**config.mk**
```make
export PLATFORM = sky130hd
export DESIGN_NAME = command_scheduler_flat
export DESIGN_NICKNAME = d
export VERILOG_FILES = /design/src/rtl/command_scheduler_if.sv /design/src/rtl/command_scheduler.sv /design/src/flat_wrapper.sv
export SDC_FILE = /design/constraint.sdc
export NUM_CORES = 1
export LEC_CHECK = 0
export ABC_AREA = 1
export CORE_ASPECT_RATIO = 1.75
export CORE_MARGIN = 2
export CORE_UTILIZATION = 30
export DETAILED_ROUTE_END_ITERATION = 6
export SLEW_MARGIN = 20
export SYNTH_ARGS = -nofsm -noshare
export SYNTH_HDL_FRONTEND = slang
export SYNTH_SLANG_ARGS = --single-unit
```
**constraint.sdc**
```tcl
create_clock -name clock -period 2.9 [get_ports clock]
set_input_delay 0.29 -clock clock [delete_from_list [all_inputs] [get_ports clock]]
set_output_delay 0.29 -clock clock [all_outputs]
set_load 0.01 [all_outputs]
```
**src/rtl/command_scheduler_if.sv**
```systemverilog
// Bundle of requester, PSL command and PSL response signals for command_scheduler.
// master = scheduler side, slave = environment (requesters + PSL).
interface command_scheduler_if;
  logic        enable;
  logic [0:7]  ha_croom;

  logic        req0_valid;
  logic        req1_valid;
  logic [0:12] req0_com;
  logic [0:12] req1_com;
  logic [0:63] req0_ea;
  logic [0:63] req1_ea;
  logic        req0_ack;
  logic        req1_ack;

  logic        ah_cvalid;
  logic [0:7]  ah_ctag;
  logic        ah_ctagpar;
  logic [0:12] ah_com;
  logic        ah_compar;
  logic [0:63] ah_cea;
  logic        ah_ceapar;
  logic [0:2]  ah_cabt;
  logic [0:15] ah_cch;
  logic [0:11] ah_csize;

  logic        ha_rvalid;
  logic [0:7]  ha_rtag;
  logic        ha_rtagpar;
  logic [0:7]  ha_response;

  logic        rsp0_valid;
  logic        rsp1_valid;
  logic [0:7]  rsp0_code;
  logic [0:7]  rsp1_code;

  logic [0:7]  credits;
  logic        tag_perr;

  modport master (
    input  enable, ha_croom,
    input  req0_valid, req1_valid, req0_com, req1_com, req0_ea, req1_ea,
    output req0_ack, req1_ack,
    output ah_cvalid, ah_ctag, ah_ctagpar, ah_com, ah_compar, ah_cea, ah_ceapar,
    output ah_cabt, ah_cch, ah_csize,
    input  ha_rvalid, ha_rtag, ha_rtagpar, ha_response,
    output rsp0_valid, rsp1_valid, rsp0_code, rsp1_code,
    output credits, tag_perr
  );

  modport slave (
    output enable, ha_croom,
    output req0_valid, req1_valid, req0_com, req1_com, req0_ea, req1_ea,
    input  req0_ack, req1_ack,
    input  ah_cvalid, ah_ctag, ah_ctagpar, ah_com, ah_compar, ah_cea, ah_ceapar,
    input  ah_cabt, ah_cch, ah_csize,
    output ha_rvalid, ha_rtag, ha_rtagpar, ha_response,
    input  rsp0_valid, rsp1_valid, rsp0_code, rsp1_code,
    input  credits, tag_perr
  );
endinterface

```
**src/rtl/command_scheduler.sv**
```systemverilog
// Two-requester round-robin PSL command scheduler with credit tracking and response routing.
// Ack is combinational in the grant cycle; ah_cvalid follows one cycle later; responses route one cycle later.
module command_scheduler #(
  parameter int unsigned CSIZE = 128,
  parameter int unsigned CCH   = 0
) (
  input logic                 clock,
  input logic                 reset,
  command_scheduler_if.master bus
);

  localparam logic [0:11] CSIZE_V = CSIZE[11:0];
  localparam logic [0:15] CCH_V   = CCH[15:0];

  typedef enum logic [1:0] {IDLE, LOAD, RUN} state_t;

  state_t      state;
  state_t      state_nxt;

  logic        elig0;
  logic        elig1;
  logic        grant0;
  logic        grant1;
  logic        grant_any;
  logic        last_grant;

  logic [7:0]  cred;
  logic [6:0]  seq0;
  logic [6:0]  seq1;

  logic        cvalid_q;
  logic [0:7]  tag_q;
  logic [0:12] com_q;
  logic [0:63] ea_q;

  logic        rtag_ok;
  logic        rsp0_q;
  logic        rsp1_q;
  logic [0:7]  code0_q;
  logic [0:7]  code1_q;
  logic        perr_q;

  assign elig0     = bus.req0_valid && (cred != 8'd0);
  assign elig1     = bus.req1_valid && (cred != 8'd0);
  assign grant_any = grant0 | grant1;
  assign rtag_ok   = ((^bus.ha_rtag) == bus.ha_rtagpar);

  always_ff @(posedge clock) begin
    if (reset) begin
      state <= IDLE;
    end else begin
      state <= state_nxt;
    end
  end

  // last_grant=1 means requester 0 wins the next tie
  always_comb begin
    state_nxt = state;
    grant0    = 1'b0;
    grant1    = 1'b0;
    unique case (state)
      IDLE: begin
        if (bus.enable) state_nxt = LOAD;
      end
      LOAD: begin
        state_nxt = RUN;
      end
      RUN: begin
        if (!bus.enable) begin
          state_nxt = IDLE;
        end else begin
          grant0 = elig0 && (!elig1 || last_grant);
          grant1 = elig1 && (!elig0 || !last_grant);
        end
      end
      default: state_nxt = IDLE;
    endcase
  end

  always_ff @(posedge clock) begin
    if (reset) begin
      last_grant <= 1'b1;
      seq0       <= 7'd0;
      seq1       <= 7'd0;
      cvalid_q   <= 1'b0;
      tag_q      <= 8'd0;
      com_q      <= 13'd0;
      ea_q       <= 64'd0;
    end else begin
      cvalid_q <= grant_any;
      if (grant_any) begin
        last_grant <= grant1;
        tag_q      <= {grant1, (grant1 ? seq1 : seq0)};
        com_q      <= grant1 ? bus.req1_com : bus.req0_com;
        ea_q       <= grant1 ? bus.req1_ea : bus.req0_ea;
      end
      if (grant0) seq0 <= seq0 + 7'd1;
      if (grant1) seq1 <= seq1 + 7'd1;
    end
  end

  // Grant is only possible with cred>0, so the decrement cannot underflow
  always_ff @(posedge clock) begin
    if (reset) begin
      cred <= 8'd0;
    end else if (state == LOAD) begin
      cred <= bus.ha_croom;
    end else if (grant_any && !bus.ha_rvalid) begin
      cred <= cred - 8'd1;
    end else if (!grant_any && bus.ha_rvalid && (cred != 8'hFF)) begin
      cred <= cred + 8'd1;
    end
  end

  always_ff @(posedge clock) begin
    if (reset) begin
      rsp0_q  <= 1'b0;
      rsp1_q  <= 1'b0;
      code0_q <= 8'd0;
      code1_q <= 8'd0;
      perr_q  <= 1'b0;
    end else begin
      rsp0_q <= bus.ha_rvalid && rtag_ok && !bus.ha_rtag[0];
      rsp1_q <= bus.ha_rvalid && rtag_ok && bus.ha_rtag[0];
      if (bus.ha_rvalid && rtag_ok && !bus.ha_rtag[0]) code0_q <= bus.ha_response;
      if (bus.ha_rvalid && rtag_ok && bus.ha_rtag[0])  code1_q <= bus.ha_response;
      if (bus.ha_rvalid && !rtag_ok) perr_q <= 1'b1;
    end
  end

  assign bus.req0_ack   = grant0 && !reset;
  assign bus.req1_ack   = grant1 && !reset;

  assign bus.ah_cvalid  = cvalid_q;
  assign bus.ah_ctag    = tag_q;
  assign bus.ah_com     = com_q;
  assign bus.ah_cea     = ea_q;
  assign bus.ah_ctagpar = ^tag_q;
  assign bus.ah_compar  = ^com_q;
  assign bus.ah_ceapar  = ^ea_q;
  assign bus.ah_cabt    = 3'b000;
  assign bus.ah_cch     = CCH_V;
  assign bus.ah_csize   = CSIZE_V;

  assign bus.rsp0_valid = rsp0_q;
  assign bus.rsp1_valid = rsp1_q;
  assign bus.rsp0_code  = code0_q;
  assign bus.rsp1_code  = code1_q;

  assign bus.credits    = cred;
  assign bus.tag_perr   = perr_q;

endmodule

```
**src/flat_wrapper.sv**
```systemverilog
// flat-port wrapper written by rule: the top's interface ports become plain ports
module command_scheduler_flat 
#(
  parameter int unsigned CSIZE = 128,
  parameter int unsigned CCH   = 0
)
  (clock, reset, bus_enable, bus_ha_croom, bus_req0_valid, bus_req1_valid, bus_req0_com, bus_req1_com, bus_req0_ea, bus_req1_ea, bus_req0_ack, bus_req1_ack, bus_ah_cvalid, bus_ah_ctag, bus_ah_ctagpar, bus_ah_com, bus_ah_compar, bus_ah_cea, bus_ah_ceapar, bus_ah_cabt, bus_ah_cch, bus_ah_csize, bus_ha_rvalid, bus_ha_rtag, bus_ha_rtagpar, bus_ha_response, bus_rsp0_valid, bus_rsp1_valid, bus_rsp0_code, bus_rsp1_code, bus_credits, bus_tag_perr);
  command_scheduler_if bus_i ();
  input logic clock;
  input logic reset;
  input wire logic [$bits(bus_i.enable)-1:0] bus_enable;
  input wire logic [$bits(bus_i.ha_croom)-1:0] bus_ha_croom;
  input wire logic [$bits(bus_i.req0_valid)-1:0] bus_req0_valid;
  input wire logic [$bits(bus_i.req1_valid)-1:0] bus_req1_valid;
  input wire logic [$bits(bus_i.req0_com)-1:0] bus_req0_com;
  input wire logic [$bits(bus_i.req1_com)-1:0] bus_req1_com;
  input wire logic [$bits(bus_i.req0_ea)-1:0] bus_req0_ea;
  input wire logic [$bits(bus_i.req1_ea)-1:0] bus_req1_ea;
  output wire logic [$bits(bus_i.req0_ack)-1:0] bus_req0_ack;
  output wire logic [$bits(bus_i.req1_ack)-1:0] bus_req1_ack;
  output wire logic [$bits(bus_i.ah_cvalid)-1:0] bus_ah_cvalid;
  output wire logic [$bits(bus_i.ah_ctag)-1:0] bus_ah_ctag;
  output wire logic [$bits(bus_i.ah_ctagpar)-1:0] bus_ah_ctagpar;
  output wire logic [$bits(bus_i.ah_com)-1:0] bus_ah_com;
  output wire logic [$bits(bus_i.ah_compar)-1:0] bus_ah_compar;
  output wire logic [$bits(bus_i.ah_cea)-1:0] bus_ah_cea;
  output wire logic [$bits(bus_i.ah_ceapar)-1:0] bus_ah_ceapar;
  output wire logic [$bits(bus_i.ah_cabt)-1:0] bus_ah_cabt;
  output wire logic [$bits(bus_i.ah_cch)-1:0] bus_ah_cch;
  output wire logic [$bits(bus_i.ah_csize)-1:0] bus_ah_csize;
  input wire logic [$bits(bus_i.ha_rvalid)-1:0] bus_ha_rvalid;
  input wire logic [$bits(bus_i.ha_rtag)-1:0] bus_ha_rtag;
  input wire logic [$bits(bus_i.ha_rtagpar)-1:0] bus_ha_rtagpar;
  input wire logic [$bits(bus_i.ha_response)-1:0] bus_ha_response;
  output wire logic [$bits(bus_i.rsp0_valid)-1:0] bus_rsp0_valid;
  output wire logic [$bits(bus_i.rsp1_valid)-1:0] bus_rsp1_valid;
  output wire logic [$bits(bus_i.rsp0_code)-1:0] bus_rsp0_code;
  output wire logic [$bits(bus_i.rsp1_code)-1:0] bus_rsp1_code;
  output wire logic [$bits(bus_i.credits)-1:0] bus_credits;
  output wire logic [$bits(bus_i.tag_perr)-1:0] bus_tag_perr;
  assign bus_i.enable = bus_enable;
  assign bus_i.ha_croom = bus_ha_croom;
  assign bus_i.req0_valid = bus_req0_valid;
  assign bus_i.req1_valid = bus_req1_valid;
  assign bus_i.req0_com = bus_req0_com;
  assign bus_i.req1_com = bus_req1_com;
  assign bus_i.req0_ea = bus_req0_ea;
  assign bus_i.req1_ea = bus_req1_ea;
  assign bus_req0_ack = bus_i.req0_ack;
  assign bus_req1_ack = bus_i.req1_ack;
  assign bus_ah_cvalid = bus_i.ah_cvalid;
  assign bus_ah_ctag = bus_i.ah_ctag;
  assign bus_ah_ctagpar = bus_i.ah_ctagpar;
  assign bus_ah_com = bus_i.ah_com;
  assign bus_ah_compar = bus_i.ah_compar;
  assign bus_ah_cea = bus_i.ah_cea;
  assign bus_ah_ceapar = bus_i.ah_ceapar;
  assign bus_ah_cabt = bus_i.ah_cabt;
  assign bus_ah_cch = bus_i.ah_cch;
  assign bus_ah_csize = bus_i.ah_csize;
  assign bus_i.ha_rvalid = bus_ha_rvalid;
  assign bus_i.ha_rtag = bus_ha_rtag;
  assign bus_i.ha_rtagpar = bus_ha_rtagpar;
  assign bus_i.ha_response = bus_ha_response;
  assign bus_rsp0_valid = bus_i.rsp0_valid;
  assign bus_rsp1_valid = bus_i.rsp1_valid;
  assign bus_rsp0_code = bus_i.rsp0_code;
  assign bus_rsp1_code = bus_i.rsp1_code;
  assign bus_credits = bus_i.credits;
  assign bus_tag_perr = bus_i.tag_perr;
  command_scheduler #(.CSIZE(CSIZE), .CCH(CCH)) u_core (.clock(clock), .reset(reset), .bus(bus_i));
endmodule
```
* Word-level counts from Yosys, hierarchy flattened
Index checks and enable logic that the tools add are counted.
** Operators by class
- Add/sub/neg operators :: 4
- $mul :: 0
- Divide/modulo/power cells :: 0
- Order comparisons :: 0
- Eq/ne operators :: 6
- Shifts and indexed selects :: 0
- Muxes and demuxes :: 13
- Bitwise operators :: 1
- Reduce and logical (&&, ||, !) cells :: 31
** Operator list (number)
- two-way mux 64 bit :: 1
- XOR reduction 64 bit :: 1
- two-way mux 8 bit :: 3
- XOR reduction 8 bit :: 2
- adder 7 x 1 -> 7 bit (second input constant) :: 2
- logical AND 1 bit :: 13
- two-way mux 13 bit :: 1
- XOR reduction 13 bit :: 1
- adder 8 x 1 -> 8 bit (second input constant) :: 1
- zero test 1 bit :: 8
- != test 8 bit (second input constant) :: 1
- nonzero test 8 bit :: 1
- subtractor 8 x 1 -> 8 bit (second input constant) :: 1
- two-way mux 7 bit :: 1
- case mux 2 bit (3 select lines) :: 1
- two-way mux 1 bit :: 4
- two-way mux 2 bit :: 2
- != test 2 bit (second input constant) :: 2
- nonzero test 3 bit :: 1
- == test 2 x 1 -> 1 bit (second input constant) :: 1
- == test 2 bit (second input constant) :: 1
- zero test 2 bit :: 1
- logical OR 1 bit :: 2
- AND reduction 2 bit :: 1
- 2 further kinds :: 2
** Storage, ports and cells
- Register bits :: 130
- Latch bits :: 0
- RAM bits :: 0
- ROM bits :: 0
- Input port bits :: 185
- Output and inout bits :: 149
- Logic and storage cells :: 69
- Memories :: 0

* Longest topological paths before layout
- Depth after elaboration :: 14
- Gate-level depth with buffers :: 16
- Depth with buffers taken out :: 16

* Worst setup path after synthesis
No wires, ideal clock.
- Path type :: flip-flop to flip-flop
- From :: reg u_core.cred[0], in the netlist u_core.bus.credits[7]
- To :: reg u_core.cred[6], in the netlist u_core.bus.credits[1]
- Library setup time :: 74 ps
- Arrival :: 2307 ps
- Data required time :: 2826 ps
- Slack :: 519 ps
- Stages on the path, launching flop included :: 17
- Path buffers :: 0
- Clock period less this slack :: 2381 ps
- Cell sequence :: dfxtp_1 inv_2 nand2_1 nor2_2 nand2_4 o2111ai_1 inv_1 ha_1 a21oi_1 o21ai_0 nand2_1 nand2_1 a21oi_1 inv_1 nand2_1 nand3_1 a31oi_2
** Between the ends
- Cells in the longest elaborated chain, start to end :: 12
- Elaborated cells on any way between the ends :: 25
- Those cells by class :: add/sub (2); eq/ne (1); mux (7); bitwise (1); reduce/logical (14)
** Ends and longest elaborated chain
- from (decl) :: RTL line command_scheduler.sv:27 : logic [7:0] cred;
- from (signal assigned) :: RTL line command_scheduler.sv:107 : cred <= bus.ha_croom;
- from (signal assigned) :: RTL line command_scheduler.sv:109 : cred <= cred - 8'd1;
- from (signal assigned) :: RTL line command_scheduler.sv:111 : cred <= cred + 8'd1;
- nonzero test 8 bit :: RTL line command_scheduler.sv:43, command_scheduler.sv:44
- logical AND 1 bit (on tied branches) :: RTL line command_scheduler.sv:44, command_scheduler.sv:43
- zero test 1 bit (on tied branches) :: RTL line command_scheduler.sv:72, command_scheduler.sv:73
- logical OR 1 bit (on tied branches) :: RTL line command_scheduler.sv:72, command_scheduler.sv:73
- logical AND 1 bit (on tied branches) :: RTL line command_scheduler.sv:72, command_scheduler.sv:73
- two-way mux 1 bit :: RTL line command_scheduler.sv:69 : if (!bus.enable) begin
- two-way mux 1 bit :: RTL line command_scheduler.sv:61 : unique case (state)
- bitwise OR 1 bit :: RTL line command_scheduler.sv:45 : assign grant_any = grant0 | grant1;
- zero test 1 bit :: RTL line command_scheduler.sv:110 : end else if (!grant_any && bus.ha_rvalid && (cred != 8'hFF)) begin
- logical AND 1 bit (2 in series) :: RTL line command_scheduler.sv:110
- nonzero test 3 bit (no line)
Parallel ways exist; a longest one is shown, timed or not. The select of a mux whose other input is x is not followed.
A chain may end at the register's enable or synchronous reset.

* Worst setup path in the final report
- From :: reg u_core.cred[4], in the netlist u_core.bus.credits[3]
- To :: out bus_req1_ack
** Between the ends
- Cells in the longest elaborated chain, start to end :: 8
- Elaborated cells on any way between the ends :: 9
- Those cells by class :: mux (2); reduce/logical (7)
** Ends and longest elaborated chain
- nonzero test 8 bit (*) :: RTL line command_scheduler.sv:43, command_scheduler.sv:44
- logical AND 1 bit :: RTL line command_scheduler.sv:43 : assign elig0 = bus.req0_valid && (cred != 8'd0);
- zero test 1 bit :: RTL line command_scheduler.sv:73 : grant1 = elig1 && (!elig0 || !last_grant);
- logical OR 1 bit :: RTL line command_scheduler.sv:73
- logical AND 1 bit (*) :: RTL line command_scheduler.sv:73
- two-way mux 1 bit (*) :: RTL line command_scheduler.sv:69
- two-way mux 1 bit (*) :: RTL line command_scheduler.sv:61
- logical AND 1 bit (*) :: RTL line command_scheduler.sv:132 : assign bus.req1_ack = grant1 && !reset;
- to (decl) :: RTL line flat_wrapper.sv:20 : output wire logic [$bits(bus_i.req1_ack)-1:0] bus_req1_ack;
Every way passes the cells marked *; elsewhere a longest branch is shown, timed or not.

==> summary.txt <==
Worst setup path
  – R2R setup slack: 0.39 ns
  – Arrival @ worst endpoint: 2.23 ns
  – Cells on worst reg2reg path: 14
  – Reg-to-reg critical path startpoint: u_core.bus.credits[3]$_SDFFE_PP0P_
  – CP max-delay cell: sky130_fd_sc_hd__clkdlybuf4s50_1
  – Required time of the worst setup path: around 2.6 ns
  – Crit end category: output pin
  – Launching element type of the critical path: flip-flop
  – FF-to-FF End: u_core.bus.credits[0]$_SDFFE_PP0P_
  – Cell-by-cell trace of the critical path: inv_1 -> nand2_1 -> nor2_1 -> nand2_4 -> nand3_1 -> nand2_4 -> nor2_1 -> clkdlybuf4s50_1
  – Worst-path maximum fanout: 5
  – Slowest Stage Delay on Critical Path: roughly 0.58 ns
  – Worst setup path category: reg2out

STA
  – Count of final max-slew check failures: 0
  – Total negative slack for setup checks: 0 ns
  – Share of the clock period used by the worst path: between 80 and 90%
  – Final critical delay including setup and external delays: between 2 and 3 ns
  – Relative max-transition margin: 62.4%
  – Clock Skews: 0.00853 ns
  – Count of final setup violators: 0
  – RSZ-0062 raised after global routing: no
  – Final count of hold timing violations: 0
  – Transition at the pin with the smallest max-transition slack: ~0.56 ns
  – Peak Freq: just under 400 MHz

Placement
  – Number of port buffers: a little over 300
  – RePlAce Congestion: about 0.85
  – Placed Instances: 1584
  – Half-perimeter wire length of the detailed placement result: 19300 um

Cells and area
  – Number of nets in the layout: 1489
  – Share of final-layout standard cells stronger than drive strength 1: around 6.3%
  – Layout overhead on the synthesized area: 53.0%
  – Final non-filler cell total: 1617

GRT
  – Number of global-route vias before repair: 7737
  – Global route overflow: 0
  – Number of antenna violations at the first check in global routing: 1
  – Wire length of the first global-routing pass: 41300 um
  – Largest net degree at the start of global routing: 82
  – Overall track demand over capacity in global routing: 20.9%

Floorplan
  – Number of primary I/O pins: about 330
  – Full die area: 0.0254 mm^2
  – Initial core utilization: between 30% and 40%
  – Area of the core region: 0.0238 mm^2
  – Die height: 210 um
  – Floorplan die width: 121 um
  – Row count: 75

Logic synthesis
  – Number of distinct library cell variants in the gate-level netlist after synthesis: 39
  – Register bit total from synthesis: 130
  – Share of synthesized area occupied by flip-flops and latches: 35.9%
  – Library cell with the largest summed area after synthesis: sky130_fd_sc_hd__dfxtp_1
  – Portion of synthesized cell area occupied by the leading cell type: between 30% and 40%
  – Post-Syn Area: 0.00724 mm^2
  – Number of instances in the synthesized netlist: just over 1000
  – Leading cell types by total area after synthesis: sky130_fd_sc_hd__dfxtp_1, sky130_fd_sc_hd__nand2_1, sky130_fd_sc_hd__xnor2_1, sky130_fd_sc_hd__nand3_1, sky130_fd_sc_hd__o21ai_1
  – Mean cell area of the mapped netlist: between 7 and 8 um^2
  – Synth warn: 0

Hold path
  – Endpoint of the worst hold path: u_core.state[0]$_SDFFE_PP0P_
  – Worst min path class: reg2reg
  – Cell count of the worst hold path: 1
  – Min-Delay Startpoint: u_core.state[0]$_SDFFE_PP0P_

Pwr
  – Worst IR drop on VDD: 0.000348 V
  – Int Pwr: 3.71 mW
  – Power density normalized to cell area: ~460 mW/mm^2
  – Relative contribution of sequential cells to total power: approximately 37%
  – Gate power share: 19.7%
  – Leakage power: 4.45 nW
  – Sw Ratio: approximately 28%
  – Proportion of power drawn by the clock network: approximately 43%
  – Switching power total: around 1.4 mW

CTS
  – Number of CTS-inserted buffers: 17
  – Clock latency of the later-clocked register in the worst-skew pair: 0.43 ns
  – Register clock-pin slew on the reported worst setup and hold paths: 0.06 ns
  – Clock Sink Count: 130
  – Buffer depth of the longest clock path: 2
  – Root cell of the clock tree: sky130_fd_sc_hd__clkbuf_16
  – CTS HTree Levels: 4
  – CTS tree: yes
  – Count of hold buffers inserted by post-cts repair: 0

Routing
  – Total wirelength of the detailed-routed design: 26500 um
  – Number of DRC markers after the initial detailed-route iteration: 380
  – WL/cell: 16.4 um
  – Residual DRC count: 0
  – Final antenna-violating net count: 0
  – Via count of the routed design: 7690
  – Initial DRT Pass Iterations: 4
  – Via density per instance: between 4 and 5

Job
  – Total of max-cap violations: 0

Run status
  – Outcome: finished, final reports clean
==> cells by family after synthesis <==
| family | count (synthesis) | synth area share, % |
|---|---|---|
| simple gates | 405 | 24.5 |
| compound gates | 228 | 16.8 |
| buf+inv | 147 | 10.0 |
| flops | 130 | 35.9 |
| xor+xnor | 90 | 10.9 |
| fa+ha+maj | 9 | 1.66 |
| other cells | 2 | 0.104 |
==> synthesized netlist by cell type (all sizes together) <==
master / instances
o211ai: 4
inv: 61
nor3: 4
conb: 2
clkbuf: 25
nand3: 107
xnor2: 60
fa: 1
nor3b: 1
nand2: 159
a22o: 1
o21ai: 183
buf: 61
o21a: 4
a21oi: 32
nand3b: 2
o2111ai: 1
or2: 2
a31oi: 2
xor2: 30
nand4: 13
ha: 8
dfxtp: 130
nor2: 117
o221ai: 1
==> sequential cells by signal, indices dropped and copies added (netlist names) <==
signal and flops:
u_core.bus.ah_cea 64, u_core.bus.ah_com 13, u_core.bus.ah_ctag 8, u_core.bus.credits 8, u_core.bus.rsp0_code 8, u_core.bus.rsp1_code 8
u_core.seq0 7, u_core.seq1 7, u_core.state 2, u_core.bus.ah_cvalid 1, u_core.bus.rsp0_valid 1, u_core.bus.rsp1_valid 1
u_core.bus.tag_perr 1, u_core.last_grant 1
==> what timing repair did <==
item,4_1_cts,5_1_grt
resized for setup,0,1
setup buffers,0,0
setup endpoints to repair,0,1
==> routing by layer <==
| layer | track usage (%) | share of wire (%) |
|---|---|---|
| met4 | 8.20 | 3.2 |
| met2 | 39.8 | 54 |
| met1 | 20.6 | 36 |
| met5 | 0 | 0 |
| met3 | 6.22 | 7.2 |
==> per-stage QoR <==
step	utilization [%]	power [mW]	worst slack, ns	hold slack (ns)	instance area, um^2
after detailed placement	43.9	2.97	0.192	0.409	10500
final	46.5	5.14	0.376	0.418	11100
after global placement	43.9	2.96	0.211	0.406	10500
after floorplan	-	2.46	0.519	0.395	7350
after CTS	46.5	5.20	0.0490	0.412	11100
after global routing	46.5	5.39	0.0386	0.427	11100
==> critical path: cells and delay by family, from the launching register on <==
family,cells,cell delay (ns)
flip-flops,1,0.35
AND/OR/NAND/NOR,6,0.81
buffers and inverters,2,0.65
==> power by group through the flow <==
stage / clock network [mW] / logic (mW) / registers (mW)
6_report: 2.22 / 1.01 / 1.91
5_1_grt: 2.35 / 1.12 / 1.92
3_3_place_gp: 0 / 1.01 / 1.95
2_1_floorplan: 0 / 0.486 / 1.97
3_5_place_dp: 0 / 1.01 / 1.95
4_1_cts: 2.27 / 1.02 / 1.91
==> how the worst max path moves through the flow <==
| stage | start | endpoint | slack [ns] |
|---|---|---|---|
| final | u_core.bus.credits[3]$_SDFFE_PP0P_ | bus_req1_ack | 0.38 |
| after detailed placement | bus_enable | u_core.bus.credits[1]$_SDFFE_PP0P_ | 0.19 |
| after global routing | u_core.bus.credits[3]$_SDFFE_PP0P_ | u_core.bus.credits[1]$_SDFFE_PP0P_ | 0.04 |
| after CTS | u_core.bus.ah_cea[49]$_SDFFE_PP0N_ | bus_ah_ceapar | 0.05 |
| after global placement | bus_enable | u_core.bus.credits[1]$_SDFFE_PP0P_ | 0.21 |
| after floorplan | u_core.bus.credits[7]$_SDFFE_PP0P_ | u_core.bus.credits[1]$_SDFFE_PP0P_ | 0.52 |
==> cells in the final DEF (no fill, tap or decap), types with 31 or more instances in the layout <==
master,n
sky130_fd_sc_hd__clkdlybuf4s50_1,301
sky130_fd_sc_hd__conb_1,31
sky130_fd_sc_hd__dfxtp_1,130
sky130_fd_sc_hd__inv_1,54
sky130_fd_sc_hd__nand2_1,154
sky130_fd_sc_hd__nand3_1,103
sky130_fd_sc_hd__nor2_1,115
sky130_fd_sc_hd__o21ai_0,87
sky130_fd_sc_hd__o21ai_1,92
sky130_fd_sc_hd__xnor2_1,60
==> area by class of cell <==
cell class                 instances  area [um^2]
antenna                            1         2.50
clock buffer                      19          453
clock inverter                    13          149
fill                            2471        12800
inverter                          61          230
multi-input combinational        763         4020
sequential                       130         2600
tap                              308          385
timing repair buffer             322         3240
No activity file was read; power rests on OpenSTA's default activity.
